$ cat src/rtl/ps2_pkg.sv
// PS/2 scancode decoding: prefix byte values and the prefix-tracking state type.
package ps2_pkg;

    localparam logic [7:0] PS2_EXT = 8'hE0;
    localparam logic [7:0] PS2_BRK = 8'hF0;

    typedef enum logic [1:0] {
        IDLE    = 2'd0,
        EXT     = 2'd1,
        BRK     = 2'd2,
        EXT_BRK = 2'd3
    } prefix_state_t;

endpackage

$ cat src/rtl/ps2_frame_check.sv
// Combinational 11-bit PS/2 frame check: start low, stop high, odd parity over data+parity.
module ps2_frame_check (
    input  logic [10:0] frame,
    output logic        frame_ok,
    output logic [7:0]  data
);

    assign data     = frame[8:1];
    assign frame_ok = ~frame[0] & frame[10] & (^frame[9:1]);

endmodule

$ cat src/rtl/ps2_scancode_decoder.sv
// Strips E0/F0 prefixes into a single-entry key event buffer; event visible 1 cycle after frame_stb.
// Valid/ready output; a new event arriving while one is stalled is dropped and flagged as overrun.
module ps2_scancode_decoder
    import ps2_pkg::*;
#(
    parameter int ERR_CNT_W = 8
) (
    input  logic                 clk,
    input  logic                 reset,
    input  logic [10:0]          frame,
    input  logic                 frame_stb,
    input  logic                 key_ready,
    output logic                 key_valid,
    output logic [7:0]           key_code,
    output logic                 key_release,
    output logic                 key_ext,
    output logic                 frame_err,
    output logic                 overrun,
    output logic [ERR_CNT_W-1:0] err_count
);

    logic          frame_ok;
    logic [7:0]    data;
    prefix_state_t state;
    logic          is_prefix;
    logic          stalled;
    logic          err_inc;

    ps2_frame_check u_frame_check (
        .frame    (frame),
        .frame_ok (frame_ok),
        .data     (data)
    );

    assign is_prefix = (data == PS2_EXT) || (data == PS2_BRK);
    assign stalled   = key_valid & ~key_ready;
    // At most one error per frame: a bad frame never reaches the overrun path.
    assign err_inc   = frame_stb & (~frame_ok | (~is_prefix & stalled));

    always_ff @(posedge clk) begin
        if (!reset) begin
            state       <= IDLE;
            key_valid   <= 1'b0;
            key_code    <= 8'h00;
            key_release <= 1'b0;
            key_ext     <= 1'b0;
            frame_err   <= 1'b0;
            overrun     <= 1'b0;
            err_count   <= '0;
        end else begin
            frame_err <= 1'b0;
            overrun   <= 1'b0;
            if (key_valid && key_ready) begin
                key_valid <= 1'b0;
            end
            if (frame_stb) begin
                if (!frame_ok) begin
                    frame_err <= 1'b1;
                    state     <= IDLE;
                end else if (data == PS2_EXT) begin
                    state <= (state == BRK || state == EXT_BRK) ? EXT_BRK : EXT;
                end else if (data == PS2_BRK) begin
                    state <= (state == EXT || state == EXT_BRK) ? EXT_BRK : BRK;
                end else begin
                    state <= IDLE;
                    if (stalled) begin
                        overrun <= 1'b1;
                    end else begin
                        key_valid   <= 1'b1;
                        key_code    <= data;
                        key_release <= (state == BRK) || (state == EXT_BRK);
                        key_ext     <= (state == EXT) || (state == EXT_BRK);
                    end
                end
            end
            if (err_inc && (err_count != '1)) begin
                err_count <= err_count + ERR_CNT_W'(1);
            end
        end
    end

endmodule
$ cat config.mk
export PLATFORM = sky130hd
export DESIGN_NAME = ps2_scancode_decoder
export DESIGN_NICKNAME = d
export VERILOG_FILES = /design/src/rtl/ps2_pkg.sv /design/src/rtl/ps2_frame_check.sv /design/src/rtl/ps2_scancode_decoder.sv
export SDC_FILE = /design/constraint.sdc
export NUM_CORES = 1
export LEC_CHECK = 0
export CAP_MARGIN = 0
export CORE_MARGIN = 4
export CORE_UTILIZATION = 47
export CTS_CLUSTER_SIZE = 12
export DETAILED_ROUTE_END_ITERATION = 12
export GPL_TIMING_DRIVEN = 0
export HOLD_SLACK_MARGIN = 0.15
export PLACE_DENSITY = 0.82
export SLEW_MARGIN = 20
export SYNTH_ARGS = -nofsm -noshare
export SYNTH_HDL_FRONTEND = slang
export SYNTH_SLANG_ARGS = --single-unit
$ cat constraint.sdc
create_clock -name clk -period 6.3 [get_ports clk]
set_clock_uncertainty 0.2 [all_clocks]
set_input_delay 1.26 -clock clk [delete_from_list [all_inputs] [get_ports clk]]
set_output_delay 1.26 -clock clk [all_outputs]
set_load 0.01 [all_outputs]
# [Word-level counts from Yosys, hierarchy flattened]
# Index checks and enable logic that the tools add are counted.
[op_classes] add_sub_neg=1 eq_ne=6 n_mux=13 bitwise_logic=15 n_reduce_logical=9
[op_table] cell="equality test 8 bit (second input constant)" n=2
[op_table] cell="2-to-1 mux 1 bit" n=9
[op_table] cell="NOT 1 bit" n=9
[op_table] cell="XOR reduction 9 bit" n=1
[op_table] cell="adder 8 x 1 -> 8 bit (second input constant)" n=1
[op_table] cell="2-to-1 mux 2 bit" n=4
[op_table] cell="inequality test 8 bit (second input constant)" n=1
[op_table] cell="AND 1 bit" n=5
[op_table] cell="AND reduction 5 bit" n=1
[op_table] cell="OR reduction 5 bit" n=1
[op_table] cell="equality test 2 bit (second input constant)" n=2
[op_table] cell="logical OR 1 bit" n=3
[op_table] cell="equality test 2 x 1 -> 1 bit (second input constant)" n=1
[op_table] cell="logical AND 1 bit" n=2
[op_table] cell="AND reduction 2 bit" n=1
[op_table] cell="bitwise OR 1 bit" n=1
[word_totals] ff_bits=23 in_bits=15 out_inout_bits=21 wordCells=52

# [Depth between registers and ports, before layout]
# Gate-level depths: netlist of run 1.
[depth] word_depth=7 depth_mapped=9 depth_no_buf=8

# [By module]
# Synthesis of run 1 repeated with hierarchy kept, for this count alone.
[unflattened] hier_cells=125 hier_area_um2=1198.6
[by_module_without_submodules] mod="ps2_scancode_decoder" instances=1 cells_each=109 area_per_inst_um2=1041.0 seq_area_each_um2=460.4
[by_module_without_submodules] mod="ps2_frame_check" instances=1 cells_each=16 area_per_inst_um2=157.7 seq_area_each_um2=0.0

# [Least setup slack after synthesis of run 1]
# OpenSTA, ideal clock, no wires.
[synth_path] path_type="input -> register" startpoint="input frame[1]" endpoint="register key_code[0]" setup_time_ns=0.128 arrival_time_ns=2.791 required_ns=5.972 slack_ns=3.182 cell_stages=9 n_path_buf=1 cell_sequence="inv_1 -> ha_1 -> xnor3_1 -> xnor2_1 -> nand2_1 -> nor3_2 -> buf_4 -> mux2i_1 -> nor2_1"
[synth_between] elab_chain_len=3 elab_cells_between_ends=7 cone_classes="2 x eq/ne; 3 x bitwise; 2 x reduce/logical"
[synth_rtl] item="start: declaration" line_no="ps2_scancode_decoder.sv:10" text="input logic [10:0] frame,"
[synth_rtl] item="XOR reduction 9 bit (tied with other cells)" line_no="ps2_frame_check.sv:9" text="assign frame_ok = ~frame[0] & frame[10] & (^frame[9:1]);"
[synth_rtl] item="AND 1 bit / NOT 1 bit (equally long branches)"
[synth_rtl] item="AND reduction 5 bit (no line)"
[synth_rtl] item="end signal: assignment" line_no="ps2_scancode_decoder.sv:70" text="key_code <= data;"
[synth_rtl] item="end: declaration" line_no="ps2_scancode_decoder.sv:14" text="output logic [7:0] key_code,"
# Several ways; a longest one is shown, not always the timed one.
# A chain may end at the register's enable or synchronous reset.

# [Worst setup path in the final report of run 1]
[layout_path] startpoint="input frame[1]" endpoint="register err_count[7]"
[layout_between] elab_chain_len=7 elab_cells_between_ends=11 cone_classes="2 x eq/ne; 6 x bitwise; 3 x reduce/logical"
[layout_rtl] item="equality test 8 bit" line_no="ps2_scancode_decoder.sv:35" text="assign is_prefix = (data == PS2_EXT) || (data == PS2_BRK);"
[layout_rtl] item="logical OR 1 bit" line_no="ps2_scancode_decoder.sv:35"
[layout_rtl] item="NOT 1 bit" line_no="ps2_scancode_decoder.sv:38" text="assign err_inc = frame_stb & (~frame_ok | (~is_prefix & stalled));"
[layout_rtl] item="AND 1 bit" line_no="ps2_scancode_decoder.sv:38"
[layout_rtl] item="bitwise OR 1 bit (*)" line_no="ps2_scancode_decoder.sv:38"
[layout_rtl] item="AND 1 bit (*)" line_no="ps2_scancode_decoder.sv:38"
[layout_rtl] item="logical AND 1 bit (*)" line_no="ps2_scancode_decoder.sv:76" text="if (err_inc && (err_count != '1)) begin"
[layout_rtl] item="end signal: assignment" line_no="ps2_scancode_decoder.sv:77" text="err_count <= err_count + ERR_CNT_W'(1);"
[layout_rtl] item="end: declaration" line_no="ps2_scancode_decoder.sv:19" text="output logic [ERR_CNT_W-1:0] err_count"
# Every way passes the cells marked *; elsewhere a longest branch is shown, timed or not.

==> metrics, run 1 <==
status=complete, no violations; die area=3100 sq um; post-DR wirelength/cell=12.7 um; RSZ-0062 raised after global routing=false; minimum clock period=3.50 ns; crit path DAT=3.54 ns; Pins Over Slew Limit=0; Critical Path Slowest Stage Cell=clkdlybuf4s50_1; Clock Latency Late Sink=0.31 ns; cell depth of the worst flop-to-flop path=6; share of cells above drive strength 1=0.0455; clock root buffer master=clkbuf_4; Worst Hold End=state[0]; RR Endpoint=err_count[7]; Worst Hold Class=flip-flop to flip-flop; maximum clock frequency=286 MHz; vias in the first global route=943; crit-path cells=clkdlybuf4s50_1, inv_1, ha_1, xnor3_1, xnor2_1, a21oi_2, o21ai_2, or3_1, a21oi_1; drc violations=0; CTS sink cnt=23; CTS max path bufs=2; TritonCTS clock tree=built; Total Routing Usage GR=0.160; clock-pin slew on the worst setup and hold paths=0.12 ns; cts bufs inserted=3; net total in the final layout=176; VDD IR max=0.132 mV; fin crit share=0.555; Hold Path Origin=state[0]; power per cell area=191 nW/um^2; hold_buf cts=0; Fin Hold WS=0.287 ns; Critical Path RT=6.34 ns; Yosys reg bits=23; R2R Setup Slk=4.48 ns; Synth async-reset ratio=0; Rel. slew slack=0.663; row count=16; Detail Route Antenna Nets=0; Vias/cell=5.19; Setup Fix Bufs, Post-CTS=0; leak pwr=0.585 nW; H-tree depth=1; Clk pwr share=0.238; Worst-Margin Slew=0.506 ns; total congestion overflow=0; Comb power frac=0.212; Post-Syn Instances=115; internal power=0.209 mW; P&R area growth vs syn=38.5%; final setup fails=0; IO Pins=36; commonest non-fill, non-tap cell in the layout=clkdlybuf4s50_1; most frequent cells in the layout=clkdlybuf4s50_1, dfxtp_1, nor2_1; DP Wirelength=1830 um; Post-DP Area=1450 sq um; Sum Neg Setup Slack=0 ns; Primary FF master, synth=dfxtp_1; CP Class=primary input to flip-flop; maxcap violations=0; Hold Fails Final Rpt=0; number of synthesized flops with an enable pin=0; hold path depth=2; area share of the largest cell type after synthesis=0.431; Die X=55.7 um; DR vias=940; Yosys Warn Count=0; initial antenna violation count=0; sequential area share after synthesis=0.431; Reg2Reg Launch Point=err_count[0]; critical path launch point type=primary input; fin area=1480 sq um; cell area after synthesis=1070 sq um; Area contributors post-synth=dfxtp_1, mux2i_1, nor2_1, ha_1, xor2_1; Crit path largest cell delay=0.48 ns; Reg power frac=0.549; largest net degree at the start of global routing=13; number of port buffers=35; Max Fanout on Critical Path=7; post-synth cell types=30; syn_nets=136; first-pass GRT wire length=4000 um; chip height=55.7 um; Initial Util=0.518; routability cong.=0.686; number of DRC markers in iteration 0=3; drt first pass iters=3; Total Routed Length=2310 um; Fillers=184; n_diodes=0; switching pwr=0.0733 mW; endpoint class of the critical path=flip-flop; core area=2060 sq um; cell taking the most area after synthesis=dfxtp_1; Net Sw Frac=0.259; syn_area_per_cell=9.28 sq um; CTS-repair resized insts=0
[layout make-up]
| type | count | area (sq um) | area share |
|---|---|---|---|
| tap | 27 | 33.8 | 0.0229 |
| buffer | 2 | 11.3 | 0.00762 |
| clock buffer | 4 | 26.3 | 0.0178 |
| multi-input combinational | 83 | 569 | 0.385 |
| timing repair buffer | 35 | 350 | 0.237 |
| sequential | 23 | 460 | 0.312 |
| inverter | 7 | 26.3 | 0.0178 |
[metrics by stage]
stage / util / cells / power (mW) / setup WS [ns]
5_1_grt: 0.717 / 181 / 0.300 / 2.68
2_1_floorplan: - / 115 / 0.192 / 3.18
6_report: 0.717 / 181 / 0.282 / 2.80
3_5_place_dp: 0.704 / 177 / 0.219 / 2.48
3_3_place_gp: 0.704 / 177 / 0.217 / 2.53
4_1_cts: 0.717 / 181 / 0.285 / 2.80
[worst max path at each step]
| stage | startpoint | endpoint | depth (start not counted) |
|---|---|---|---|
| 4_1_cts | frame[1] | err_count[7] | 9 |
| 2_1_floorplan | frame[1] | key_code[0] | 9 |
| 5_1_grt | frame[1] | err_count[7] | 9 |
| 3_5_place_dp | frame[1] | err_count[7] | 9 |
| 6_report | frame[1] | err_count[7] | 9 |
| 3_3_place_gp | frame[1] | err_count[7] | 9 |
[critical path, delay by kind of cell]
| family | cells | cell delay [ns] |
|---|---|---|
| AOI/OAI and AO/OA | 3 | 0.58 |
| xor gates and xnor gates | 2 | 0.58 |
| adders and majority gates | 1 | 0.27 |
| buffers and inverters | 2 | 0.53 |
| and+or+nand+nor | 1 | 0.31 |
[power groups by stage]
| stage | Clock, mW | Sequential, mW | Combinational [mW] |
|---|---|---|---|
| final | 0.0673 | 0.155 | 0.0600 |
| after global routing | 0.0783 | 0.156 | 0.0659 |
| after CTS | 0.0694 | 0.155 | 0.0607 |
| after detailed placement | 0 | 0.158 | 0.0604 |
| after global placement | 0 | 0.158 | 0.0586 |
| after floorplan | 0 | 0.161 | 0.0311 |
[sequential cells by signal, summed over array words and instances, names as in the netlist]
register / flops
key_release: 1
state: 2
err_count: 8
overrun: 1
frame_err: 1
key_ext: 1
key_code: 8
key_valid: 1
[per-layer routing]
layer,global-route usage,share of wire
met5,0,0
met4,0.0625,0.016
met1,0.174,0.43
met3,0.0348,0.055
met2,0.296,0.49
[synthesized netlist by cell type, drive strengths merged (2+ instances only)]
cell type and number:
dfxtp 23, nor2 21, mux2i 11, a21oi 6, ha 6, inv 6
nand2 6, o21ai 5, and3 3, nand3 3, xor2 3, and4 2
nor2b 2, o2111ai 2, or3 2, xnor2 2
[kinds of logic after synthesis]
group / count (synthesis) / share of synthesized area
DFF: 23 / 0.431
buffers and inverters: 9 / 0.0352
xor gates and xnor gates: 6 / 0.0621
and+or+nand+nor: 45 / 0.206
adders and majority gates: 6 / 0.0703
muxes: 11 / 0.103
AOI/OAI and AO/OA: 15 / 0.0914
No activity file was read; power rests on OpenSTA's default activity.
==> run 2, diff against run 1 <==
CORE_UTILIZATION = 40   (was 47)
PLACE_DENSITY = 0.74   (was 0.82)
clock period = 3.05 ns   (was 6.3 ns; I/O delays follow)
==> run 2 against run 1 <==
  * Design area grew 0.25%
  * Hold slack improved by 0.022 ns
  * Sequential power is 110% higher
  * Clock power rose by 110%
  * Power up 110%
  * Via count up 0.85%
  * Register-to-register slack got worse by 3.2 ns
  * Worst setup slack got worse by 2.6 ns
  * Critical path type unchanged
  * Largest cell class unchanged
  * Largest power group unchanged
  * Highest routed layer unchanged
==> metrics, run 2 (same netlist as run 1, synthesis figures left out) <==
Initial Util=0.427 (-0.0907); row count=18 (+2); TritonCTS clock tree=built; fin area=1480 sq um (+0.25%); maximum clock frequency=348 MHz; total congestion overflow=0 (unchanged); Max Fanout on Critical Path=10 (+3); number of port buffers=35 (unchanged); Worst Path Buf+Inv=3 (+1); final setup fails=0 (unchanged); Clk pwr share=0.241 (+0.003); final core occ=0.593 (-0.124); post-DR wirelength/cell=13.4 um (+5.0%); minimum clock period=2.87 ns; commonest non-fill, non-tap cell in the layout=clkdlybuf4s50_1; drc violations=0 (unchanged); CTS max path bufs=2 (unchanged); power per cell area=395 nW/um^2 (+110%); endpoint class of the critical path=flip-flop; number of DRC markers in iteration 0=13 (+10); maxcap violations=0 (unchanged); CP Class=primary input to flip-flop; RSZ-0062 raised after global routing=false; Fillers=240 (+30%); IO Pins=36 (unchanged); crit-path cells=clkdlybuf4s50_1, inv_1, ha_1, xnor3_1, xnor2_1, nand2_1, nor3_2, buf_4, mux2i_1, nor2_1; Reg power frac=0.547 (-0.002); die area=3560 sq um (+15%); area of the multi-input gates=569 sq um (unchanged); Sum Neg Setup Slack=0 ns (unchanged); internal power=0.432 mW (+110%); routability cong.=0.720 (+5.0%); Pins Over Slew Limit=0 (unchanged); Crit path largest cell delay=0.47 ns (about the same); net total in the final layout=176 (unchanged); n_diodes=0 (unchanged); VDD IR max=0.282 mV (+110%); Post-DP Area=1460 sq um (+0.26%); critical path launch point type=primary input; DP Wirelength=1980 um (+8.3%); Total Routed Length=2460 um (+6.7%); Fin Hold WS=0.309 ns (+0.0221 ns); most frequent cells in the layout=clkdlybuf4s50_1, dfxtp_1, nor2_1; crit path DAT=2.86 ns (-0.68 ns); clock root buffer master=clkbuf_4; status=complete, no violations; Detail Route Antenna Nets=0 (unchanged); clock-pin slew on the worst setup and hold paths=0.13 ns (about the same); CTS sink cnt=23 (unchanged); chip height=59.7 um (+7.2%); Worst Hold Class=flip-flop to flip-flop; Largest regs=err_count x8, key_code x8, state x2; vias in the first global route=1020 (+8.2%); hold_buf cts=0 (unchanged); Setup Fix Bufs, Post-CTS=0 (unchanged); drt first pass iters=3 (unchanged); cts bufs inserted=3 (unchanged); Net Sw Frac=0.263 (+0.00347); core area=2500 sq um (+21%); Worst-Margin Slew=0.456 ns (-0.0496 ns); fin crit share=0.941; Die X=59.7 um (+7.2%); Register Area=460 sq um (unchanged); switching pwr=0.154 mW (+110%); largest net degree at the start of global routing=13 (unchanged); Hold Fails Final Rpt=0 (unchanged); total power draw=0.586 mW (+110%); Clock Latency Late Sink=0.31 ns (about the same); DR vias=948 (+0.85%); family with the most delay on the worst path=buffers and inverters; initial antenna violation count=0 (unchanged); Comb power frac=0.212 (about the same); H-tree depth=1 (unchanged); Rel. slew slack=0.696 (+0.0331); CTS-repair resized insts=0 (unchanged); Critical Path Slowest Stage Cell=clkdlybuf4s50_1; share of cells above drive strength 1=0.0455 (unchanged); P&R area growth vs syn=38.8%; first-pass GRT wire length=4220 um (+5.7%); Total Routing Usage GR=0.156 (-0.00311); Vias/cell=5.15 (-0.79%); Critical Path RT=3.04 ns (-3.30 ns); leak pwr=0.585 nW (unchanged)
run 2: cell counts in the layout (fill, tap and decap cells not counted):
Identical to the previous run, type by type.
run 2: power groups by stage:
stage / clock [mW] / sequential [mW] / combinational, mW
after CTS: 0.145 / 0.321 / 0.126
after global routing: 0.161 / 0.323 / 0.136
final: 0.141 / 0.321 / 0.124
after detailed placement: 0 / 0.327 / 0.126
after floorplan: 0 / 0.332 / 0.0643
after global placement: 0 / 0.326 / 0.122
run 2: area by class of cell:
cell class              instances  area share
clock buffers                   4      0.0177
flip-flops and latches         23       0.311
well taps                      30      0.0253
inverters                       7      0.0177
plain buffers                   2     0.00760
repair buffers                 35       0.236
multi-input cells              83       0.384
run 2: path summary, 6_finish.rpt:
path                            depth (start not counted)           end  slack (ns)    startpoint
worst max-delay path                                   10   key_code[6]        0.18      frame[1]
worst min-delay path                                    2  err_count[1]        0.31  err_count[1]
worst max register to register                          6  err_count[7]        1.24  err_count[0]
worst min register to register                          2  err_count[1]        0.31  err_count[1]
run 2: worst reg2reg max path, delay by kind of cell (launching register included):
| family | cells | cell delay [ns] |
|---|---|---|
| and+or+nand+nor | 3 | 0.68 |
| DFF | 1 | 0.37 |
| AOI/OAI and AO/OA | 2 | 0.23 |
| adders and majority gates | 1 | 0.27 |
run 2: layer usage:
metal	GRT usage	up-vias	wire length (um)
met5	0	-	0
li1	-	475	-
met3	0.0454	4	180
met1	0.167	442	963
met2	0.292	27	1290
met4	0.0475	0	30
run 2: stage by stage:
step           std cells  setup WS, ns
2_1_floorplan        115         0.582
3_3_place_gp         180       -0.0738
3_5_place_dp         180        -0.168
4_1_cts              184         0.179
5_1_grt              184        0.0186
6_report             184         0.179
==> run 3, diff against run 2 <==
PLACE_DENSITY = not set   (was 0.74)
PLACE_DENSITY_LB_ADDON = 0.05   (was not set)
==> run 3 against run 2 <==
  * Via count is 4.0% lower
  * Register-to-register slack gained 0.03 ns
  * Routed wire length decreased by 11%
  * Die area unchanged
  * Worst setup slack better by 0.025 ns
  * Critical endpoint is now err_count[5]
  * Sequential power is essentially flat
  * Combinational power barely moved
  * Final cell count unchanged
  * Hold slack worse by 0.0072 ns
==> metrics, run 3 (same netlist as run 1, synthesis figures left out) <==
status=complete, no violations; chip height=59.7 um (unchanged); Sum Neg Setup Slack=0 ns (unchanged); Critical Path RT=3.09 ns (+0.05 ns); net total in the final layout=176 (unchanged); Non-Filler Instances=184 (unchanged); DP Wirelength=1710 um (-14%); Die X=59.7 um (unchanged); Crit path largest cell delay=0.49 ns (+0.02 ns); maxcap violations=0 (unchanged); largest net degree at the start of global routing=13 (unchanged); Total Routed Length=2180 um (-11%); crit path DAT=2.89 ns (+0.03 ns); CTS max path bufs=2 (unchanged); n_diodes=0 (unchanged); total congestion overflow=0 (unchanged); drc violations=0 (unchanged); total power draw=0.580 mW (-0.96%); crit-path cells=clkdlybuf4s50_1, inv_1, ha_1, xnor3_1, xnor2_1, a21oi_2, o21ai_2, or3_1, a21oi_1; Rel. slew slack=0.671 (-0.0248); clock-pin slew on the worst setup and hold paths=0.12 ns (about the same); dpl cells=180 (unchanged); Worst Hold End=state[1]; Worst-Margin Slew=0.493 ns (+0.0371 ns); number of DRC markers in iteration 0=15 (+2); leak pwr=0.585 nW (unchanged); Reg2Reg Launch Point=err_count[0]; DR vias=910 (-4.0%); maximum clock frequency=351 MHz (+0.89%); minimum clock period=2.85 ns (-0.0253 ns); Hold Fails Final Rpt=0 (unchanged); post-DR wirelength/cell=11.9 um (-11%); CP Class=primary input to flip-flop; RSZ-0062 raised after global routing=false; Largest regs=err_count x8, key_code x8, state x2; vias in the first global route=880 (-14%); Pins Over Slew Limit=0 (unchanged); core area=2500 sq um (unchanged); Vias/cell=4.95 (-4.0%); first-pass GRT wire length=3790 um (-10%); Post-Route M1 WL=1010 um (+5.1%); Initial Util=0.427 (unchanged); endpoint class of the critical path=flip-flop; cell depth of the worst flop-to-flop path=6 (unchanged); top layer reached by signal wires=met4; routability cong.=0.722 (+0.21%); met2 routed WL=1030 um (-20%); Total Routing Usage GR=0.138 (-0.0187); most frequent cells in the layout=clkdlybuf4s50_1, dfxtp_1, nor2_1; commonest non-fill, non-tap cell in the layout=clkdlybuf4s50_1; Max Fanout on Critical Path=7 (-3); final setup fails=0 (unchanged); CTS-repair resized insts=0 (unchanged); hold_buf cts=0 (unchanged); initial antenna violation count=0 (unchanged); Setup Fix Bufs, Post-CTS=0 (unchanged); VDD IR max=0.278 mV (-1.7%); P&R area growth vs syn=38.8% (unchanged); number of port buffers=35 (unchanged); power per cell area=392 nW/um^2 (-0.96%); clock root buffer master=clkbuf_4; R2R Setup Slk=1.27 ns (+0.03 ns); Hold Path Origin=state[1]; critical path launch point type=primary input; Detail Route Antenna Nets=0 (unchanged); Worst Hold Class=flip-flop to flip-flop; die area=3560 sq um (unchanged); Met3 Routed Length=124 um (-31%); Critical Path Slowest Stage Cell=clkdlybuf4s50_1; cts bufs inserted=3 (unchanged); TritonCTS clock tree=built; RR Endpoint=err_count[5]; row count=18 (unchanged); H-tree depth=1 (unchanged); share of cells above drive strength 1=0.0455 (unchanged); IO Pins=36 (unchanged); CTS sink cnt=23 (unchanged); drt first pass iters=4 (+1); Clock Latency Late Sink=0.30 ns (about the same); fin crit share=0.933 (-0.00830); hold path depth=2 (unchanged)
==> run 3: cell counts in the layout (fill, tap and decap cells not counted) <==
Identical to the previous run, type by type.
==> run 3: area by class of cell <==
type                       count  area (sq um)
inverter                       7          26.3
sequential                    23           460
fill                         219          1020
multi-input combinational     83           569
clock buffer                   4          26.3
buffer                         2          11.3
tap                           30          37.5
timing repair buffer          35           350
==> run 3: metrics by stage <==
| stage | setup WS, ns | hold slack, ns | area (sq um) | util |
|---|---|---|---|---|
| after floorplan | 0.582 | 0.237 | 1070 | - |
| after global placement | -0.111 | 0.262 | 1460 | 0.582 |
| after detailed placement | -0.129 | 0.265 | 1460 | 0.582 |
| after CTS | 0.201 | 0.307 | 1480 | 0.593 |
| after global routing | 0.0492 | 0.333 | 1480 | 0.593 |
| final | 0.204 | 0.302 | 1480 | 0.593 |
==> run 3: how the worst max path moves through the flow <==
stage          cells after the start  slack [ns]            to      from
3_3_place_gp                       9       -0.11  err_count[5]  frame[1]
5_1_grt                           10        0.05   key_code[6]  frame[1]
4_1_cts                            9        0.20  err_count[5]  frame[1]
3_5_place_dp                      10       -0.13   key_code[7]  frame[1]
6_report                           9        0.20  err_count[5]  frame[1]
2_1_floorplan                      9        0.58   key_code[0]  frame[1]
==> run 3: power breakdown <==
part | total [mW] | internal (mW) | switching (mW)
logic | 0.123 | 0.0684 | 0.0543
registers | 0.320 | 0.312 | 0.00792
clock network | 0.137 | 0.0509 | 0.0865
==> run 3: routing by layer <==
layer  up-vias  GRT usage
met4         0     0.0665
met1       413      0.174
met5         -          0
met3         2     0.0281
met2        22      0.222
li1        473          -
==> run 3: worst max-delay path, delay by kind of cell <==
family	cells	cell delay, ns
compound gates	3	0.58
xor+xnor	2	0.56
buf+inv	2	0.54
simple gates	1	0.32
fa+ha+maj	1	0.27
